<file path="config.mk">
export PLATFORM = sky130hd
export DESIGN_NAME = sem_channel
export DESIGN_NICKNAME = d
export VERILOG_FILES = /design/src/rtl/sem_channel.sv
export SDC_FILE = /design/constraint.sdc
export NUM_CORES = 1
export LEC_CHECK = 0
export ABC_AREA = 1
export BUFFER_PORTS_ARGS = -buffer_cell sky130_fd_sc_hd__buf_2
export CORE_MARGIN = 2
export CORE_UTILIZATION = 52
export DETAILED_ROUTE_END_ITERATION = 10
export HOLD_SLACK_MARGIN = 0.06
export PLACE_DENSITY = 0.86
export SYNTH_ARGS = -nofsm -noshare
export SYNTH_HDL_FRONTEND = slang
export SYNTH_SLANG_ARGS = --single-unit
</file>
<file path="constraint.sdc">
create_clock -name clk -period 2.53 [get_ports clk]
set_clock_uncertainty 0.15 [all_clocks]
set_input_delay 0.253 -clock clk [delete_from_list [all_inputs] [get_ports clk]]
set_output_delay 0.253 -clock clk [all_outputs]
set_load 0.05 [all_outputs]
</file>
<file path="src/rtl/sem_channel.sv">
// sem_channel: inter-core semaphore/mailbox channel.
// A first-word-fall-through FIFO between a producer and a consumer controller.
// It reports empty/full status and the fill level, and it keeps sticky error flags
// for writes attempted while full and reads attempted while empty.
module sem_channel #(
  parameter int DATA_WIDTH = 1,
  parameter int DEPTH      = 4,
  parameter int PTR_WIDTH  = 2
) (
  input  logic                  clk,
  input  logic                  rst,
  input  logic [DATA_WIDTH-1:0] wr_data,
  input  logic                  wr_valid,
  output logic                  empty,
  output logic                  full,
  output logic [DATA_WIDTH-1:0] rd_data,
  output logic                  rd_valid,
  input  logic                  rd_read,
  output logic [PTR_WIDTH:0]    level,
  output logic                  ovf_err,
  output logic                  udf_err
);

  localparam logic [PTR_WIDTH:0] FULL_COUNT = (PTR_WIDTH+1)'(DEPTH);
  localparam logic [PTR_WIDTH:0] ONE_COUNT  = (PTR_WIDTH+1)'(1);

  logic [DATA_WIDTH-1:0] mem [DEPTH];
  logic [PTR_WIDTH-1:0]  wr_ptr;
  logic [PTR_WIDTH-1:0]  rd_ptr;
  logic [PTR_WIDTH:0]    count;
  logic                  push;
  logic                  pop;

  // Status comes only from the registered occupancy count. Full and empty are
  // evaluated on the state before the edge, so nothing bypasses within a cycle.
  assign empty    = (count == '0);
  assign full     = (count == FULL_COUNT);
  assign rd_valid = !empty;
  assign level    = count;
  assign rd_data  = empty ? '0 : mem[rd_ptr];

  assign push = wr_valid && !full;
  assign pop  = rd_read && rd_valid;

  // Storage write port. Contents are don't-care after reset, so this block has no reset branch.
  always_ff @(posedge clk) begin
    if (!rst && push) begin
      mem[wr_ptr] <= wr_data;
    end
  end

  // Pointers, occupancy and sticky error flags. Reset overrides any traffic in the same cycle.
  always_ff @(posedge clk) begin
    if (rst) begin
      wr_ptr  <= '0;
      rd_ptr  <= '0;
      count   <= '0;
      ovf_err <= 1'b0;
      udf_err <= 1'b0;
    end else begin
      if (push) begin
        wr_ptr <= wr_ptr + 1'b1;
      end
      if (pop) begin
        rd_ptr <= rd_ptr + 1'b1;
      end
      case ({push, pop})
        2'b10:   count <= count + ONE_COUNT;
        2'b01:   count <= count - ONE_COUNT;
        default: count <= count;
      endcase
      if (wr_valid && full) begin
        ovf_err <= 1'b1;
      end
      if (rd_read && empty) begin
        udf_err <= 1'b1;
      end
    end
  end

endmodule

</file>
==> reports/qor.yml, run 1 <==
run_status:
  status: "finished clean"
global_route:
  grt_antenna_before_repair: 0
  grt_usage_pct: 15.4
  grt_pass1_wl_mm: 2.11
  grt_pass1_vias: 558
  grt_start_max_net_pins: 9
  overflow: 0
layout:
  seqCellArea_um2: 340
  multiInputGateArea_um2: 333
  n_antenna_cell: 0
  fin_cells: 129
  fillCellCount: 110
  syn_to_final_growth_pct: 17.2
  utilization_pct: 66.4
  layout-drive-gt1-share_pct: 24.6
  final_nets: 126
  postLayoutCellArea_um2: 886
die:
  io_pins: 14
  num_rows: 13
  die_h_um: 42.1
  core_um2: 1330
  dieArea_um2: 1770
  die_w_um: 42.1
  initial_core_util_pct: 56.7
synth:
  yosys_warnings: 0
  synth-seq-area-share_pct: 45.0
  yosys.area.top_type: "dfxtp_1"
  synth-seq-cells: 15
  synthesis.nets: 106
  synth_edf_count: 4
  synthTopCellsByCount: "inv_1, nand2_1, nor2_1"
  syn_inst: 95
  synth_area_leaders: "dfxtp_1, edfxtp_1, inv_1"
  synthArstFlopShare_pct: 0
  synth.distinct_cells: 17
  avgSynthCellArea_um2: 7.96
  synth_most_common_cell: "inv_1"
  synth_top_area_share_pct: 29.1
  synth_ff_type: "dfxtp_1"
  syn_area_um2: 756
timing:
  layout_min_cycle_time_ns: 1.96
  fmax_mhz: 510
  relSlewSlack_pct: 83.8
  rsz0062_at_grt: "no"
  fin_setup_tns_ns: 0
  hold_ws_ns: 0.117
  drv_slew: 0
  setup_viol: 0
  min_period_over_period_pct: 77.5
  tightest_slew_ns: 0.243
  final.setup.worst_slack_ns: 0.568
  hold_violations: 0
critical_path:
  rrSetupSlack_ns: 0.57
  arrival_ns: 1.99
  path_buf_inv: 4
  path_class: "register to register"
  max_stage_delay_ns: 0.38
  worstSetupStartpointType: "register"
  crit_family: "simple AND/OR/NAND/NOR gates"
  timing.rr.end: "level[2]$_SDFFE_PP0P_"
  end_kind: "register"
  cpMaxStageDelayCell: "fa_1"
  reg2reg_from: "level[1]$_SDFFE_PP0P_"
  cp_data_required_time_ns: 2.56
  path_cells: "nor2_2, nand2_2, inv_2, nor2_4, inv_1, ha_1, inv_1, fa_1, inv_1, nand2_1, nand3_1, nand2_1, nand2_1, nor2_1"
  r2r_cells: 14
  crit_fanout: 6
detailed_routing:
  drc_errors: 0
  wl_mm: 1.12
  vias: 604
  drtAntennaViolNets: 0
  detail_route.wl_per_cell_um: 8.70
  firstDrtPassIters: 4
  drtIter0Drc: 8
  via_per_inst: 4.68
placement:
  placed_area_um2: 840
  gp_congestion: 0.826
  numPortBuffers: 13
  dp.cells: 123
  dpl.hpwl_um: 924
  pre_cts_ws_ns: 0.567
power_and_ir_drop:
  power.leakage_nw: 0.442
  total_power_mw: 1.07
  vdd_drop_max_uv: 720
  clockPowerShare_pct: 12.4
  seqPwrFrac_pct: 31.7
  p_int_mw: 0.511
  p_sw_share_pct: 52.2
  switching_power_mw: 0.558
  p_per_area_nw_per_um2: 1210
  p_comb_share_pct: 55.9
hold_path:
  hold_end: "udf_err$_SDFFE_PP0P_"
  min_path_cells: 3
  min_path_type: "primary input to register"
  hold_start: "rd_read"
cts:
  h-tree-depth: 1
  cts_root_buf: "clkbuf_4"
  clock-sinks: 15
  cts_tree: "built"
  cts_made_buffers: 3
  clk_latency_ns: 0.27
  ctsResizeCount: 0
  path_clk_slew_ns: 0.09
  clockBufferDepth: 2
job:
  maxCapViolCount: 0
-- final cells by class --
class                      instances  share of cell area [%]
clock buffer                       4                    2.97
multi-input combinational         58                    37.6
tap                               15                    2.12
timing repair buffer              15                    9.60
inverter                          22                    9.32
sequential                        15                    38.4
-- worst max path at each step --
stage | cells past startpoint | startpoint | end
global route | 13 | level[1]$_SDFFE_PP0P_ | level[2]$_SDFFE_PP0P_
detailed placement | 14 | level[1]$_SDFFE_PP0P_ | level[2]$_SDFFE_PP0P_
floorplan | 4 | level[2]$_SDFFE_PP0P_ | rd_data
global placement | 14 | level[1]$_SDFFE_PP0P_ | level[2]$_SDFFE_PP0P_
CTS | 14 | level[1]$_SDFFE_PP0P_ | level[2]$_SDFFE_PP0P_
finish | 14 | level[1]$_SDFFE_PP0P_ | level[2]$_SDFFE_PP0P_
-- metal layers --
metal  GRT usage, %  wire (um)
met2           26.6        541
met1           18.2        520
met4           7.50         12
met3           3.02         47
met5              0          0
-- layout by cell type (no fill, tap or decap), types with 3 or more instances in the layout --
master	instances
o21ai_0	3
ha_1	5
a21oi_1	5
clkbuf_4	3
edfxtp_1	4
inv_2	3
nor2_1	13
nand2_1	16
nand3_1	4
inv_1	19
buf_2	13
dfxtp_1	11
nand2_2	4
-- cells by family (layout without fill, tap and decap cells) --
logic type	Yosys count	count (layout)	share of synthesized area, %
buf+inv	22	41	10.9
compound gates	11	11	8.61
fa+ha+maj	6	6	10.9
simple gates	41	41	24.5
flops	15	15	45.0
-- power groups by stage --
stage / clock (mW) / sequential (mW) / combinational [mW]
2_1_floorplan: 0 / 0.437 / 0.387
3_3_place_gp: 0 / 0.344 / 0.585
3_5_place_dp: 0 / 0.345 / 0.598
4_1_cts: 0.135 / 0.340 / 0.603
5_1_grt: 0.145 / 0.346 / 0.656
6_report: 0.132 / 0.339 / 0.598
-- repair_timing --
| item | in CTS | in global routing |
|---|---|---|
| endpoints found under the hold margin | 7 | 0 |
| hold buffers | 2 | 0 |
| setup buffers | 0 | 0 |
-- tightest hold or removal path, cell delays in order --
cell and delay (ns):
buf_2 0.12, nand2_1 0.08, a21oi_2 0.05
No activity file was read; power rests on OpenSTA's default activity.
==> run 2: changes to the inputs <==
--- a/config.mk
+++ b/config.mk
@@ -8,10 +8,10 @@
 export ABC_AREA = 1
 export BUFFER_PORTS_ARGS = -buffer_cell sky130_fd_sc_hd__buf_2
 export CORE_MARGIN = 2
-export CORE_UTILIZATION = 52
+export CORE_UTILIZATION = 47
 export DETAILED_ROUTE_END_ITERATION = 10
 export HOLD_SLACK_MARGIN = 0.06
-export PLACE_DENSITY = 0.86
+export PLACE_DENSITY = 0.83
 export SYNTH_ARGS = -nofsm -noshare
 export SYNTH_HDL_FRONTEND = slang
 export SYNTH_SLANG_ARGS = --single-unit
==> constraint.sdc (replaced) <==
create_clock -name clk -period 1.7 [get_ports clk]
set_clock_uncertainty 0.15 [all_clocks]
set_input_delay 0.17 -clock clk [delete_from_list [all_inputs] [get_ports clk]]
set_output_delay 0.17 -clock clk [all_outputs]
set_load 0.05 [all_outputs]
==> run 2 against run 1 <==
The run now ends with setup timing left. Die area grew 9.6%. Sequential share of layout area shrank 6.2 points. Worst setup slack lost 0.70 ns. Clock power grew 56%. Sequential power grew 59%. Routed wire length grew 39%. First-iteration DRC count shrank 75%. Worst hold slack gained 0.0018 ns. Non-clock buffer count grew 15. Cell count grew 12%. Combinational power grew 110%. Highest routed layer unchanged.
==> reports/qor.yml, run 2 (synthesis gave the netlist of run 1 again) <==
global_route:
  grt_start_max_net_pins: 10
  overflow: 0
  grt_antenna_before_repair: 0
  grt_usage_pct: 19.3
  grt_pass1_vias: 663
  grt_pass1_wl_mm: 2.64
detailed_routing:
  drtAntennaViolNets: 0
  wl_mm: 1.56
  detail_route.wl_per_cell_um: 10.7
  via_per_inst: 4.79
  firstDrtPassIters: 2
  vias: 695
  drc_errors: 0
  drtIter0Drc: 2
die:
  core_um2: 1510
  io_pins: 14
  dieArea_um2: 1940
  die_h_um: 44.1
  num_rows: 14
  die_w_um: 44.1
  initial_core_util_pct: 50.2
timing:
  fmax_mhz: 546
  min_period_over_period_pct: 108
  setup_viol: 3
  drv_slew: 0
  hold_ws_ns: 0.119
  layout_min_cycle_time_ns: 1.83
  relSlewSlack_pct: 81.2
  hold_violations: 0
  rsz0062_at_grt: "yes"
  fin_setup_tns_ns: -0.210
  tightest_slew_ns: 0.282
  final.setup.worst_slack_ns: -0.132
layout:
  most-common-layout-cells: "inv_1, nand2_1, nor2_1, buf_4, buf_2"
  final_common_cell: "inv_1"
  layout-drive-gt1-share_pct: 42.6
  n_antenna_cell: 0
  utilization_pct: 72.5
  final_nets: 141
  syn_to_final_growth_pct: 44.5
  postLayoutCellArea_um2: 1090
hold_path:
  min_path_type: "primary input to register"
critical_path:
  cpMaxStageDelayCell: "dfxtp_4"
  end_kind: "register"
  cp_data_required_time_ns: 1.74
  max_stage_delay_ns: 0.38
  crit_fanout: 4
  worstSetupStartpointType: "register"
  path_cells: "nor2_4, buf_4, nand2_4, nand2_4, inv_4, ha_4, inv_2, fa_2, inv_2, nand2_2, nand3_2, nand2_1, nand2_1, nor2_1"
  path_class: "register to register"
  arrival_ns: 1.87
power_and_ir_drop:
  vdd_drop_max_uv: 1130
  power.leakage_nw: 0.537
  p_per_area_nw_per_um2: 1850
cts:
  clock-sinks: 15
  cts_root_buf: "clkbuf_4"
  cts_made_buffers: 3
  h-tree-depth: 1
  cts_tree: "built"
  path_clk_slew_ns: 0.09
  clk_latency_ns: 0.29
  clockBufferDepth: 2
placement:
  pre_cts_ws_ns: -0.183
  gp_congestion: 0.786
  placed_area_um2: 941
  dpl.hpwl_mm: 1.02
  numPortBuffers: 13
job:
  maxCapViolCount: 0
run_status:
  violations: "setup timing"
  status: "finished with violations"
==> run 2: cell count changes in the layout (fill, tap and decap cells not counted), sizes merged <==
cell	change
clkinv	+1
dlygate4sd3	+2
clkbuf	-1
buf	+13
==> run 2: critical path, delay by kind of cell, from the launching register on <==
kind	cells	cell delay [ns]
fa+ha+maj	2	0.49
buf+inv	4	0.30
flops	1	0.38
simple gates	8	0.41
==> run 2: where the power goes <==
group	leakage (nW)	internal, mW	switching (mW)
clock	0.0177	0.0875	0.118
combinational	0.391	0.487	0.793
sequential	0.129	0.464	0.0744
==> run 2: worst paths after layout <==
path | startpoint | endpoint | slack, ns | depth (start not counted)
worst max-delay path | level[1]$_SDFFE_PP0P_ | level[2]$_SDFFE_PP0P_ | -0.13 | 14
worst min-delay path | rd_read | register | 0.12 | 4
worst max register to register | level[1]$_SDFFE_PP0P_ | level[2]$_SDFFE_PP0P_ | -0.13 | 14
worst min register to register | udf_err$_SDFFE_PP0P_ | udf_err$_SDFFE_PP0P_ | 0.31 | 2
==> run 2: repair_timing <==
| item | 4_1_cts | 5_1_grt |
|---|---|---|
| buffers inserted | 4 | 1 |
| pin swaps | 7 | 4 |
| resized for setup | 12 | 3 |
| hold endpoints to repair | 9 | 0 |
| endpoints found under the setup margin | 2 | 5 |
| hold buffers | 4 | 0 |
==> run 2: routing by layer <==
metal	vias up	global-route usage, %	wire (um)
met5	-	0	0
met4	0	9.09	27
met3	4	4.90	46
met2	14	35.0	802
met1	319	20.6	679
li1	358	-	-
==> run 2: per-stage QoR <==
step	total power [mW]	std cells
finish	2.02	145
global route	2.17	145
floorplan	1.32	95
CTS	1.96	144
detailed placement	1.60	132
global placement	1.56	132
==> run 2: cell type report <==
class | instances | area, um^2
fillers | 105 | 414
multi-input cells | 58 | 382
flip-flops and latches | 15 | 352
repair buffers | 30 | 219
inverters | 22 | 92.6
clock buffers | 3 | 22.5
well taps | 16 | 20.0
clock inverters | 1 | 5.00
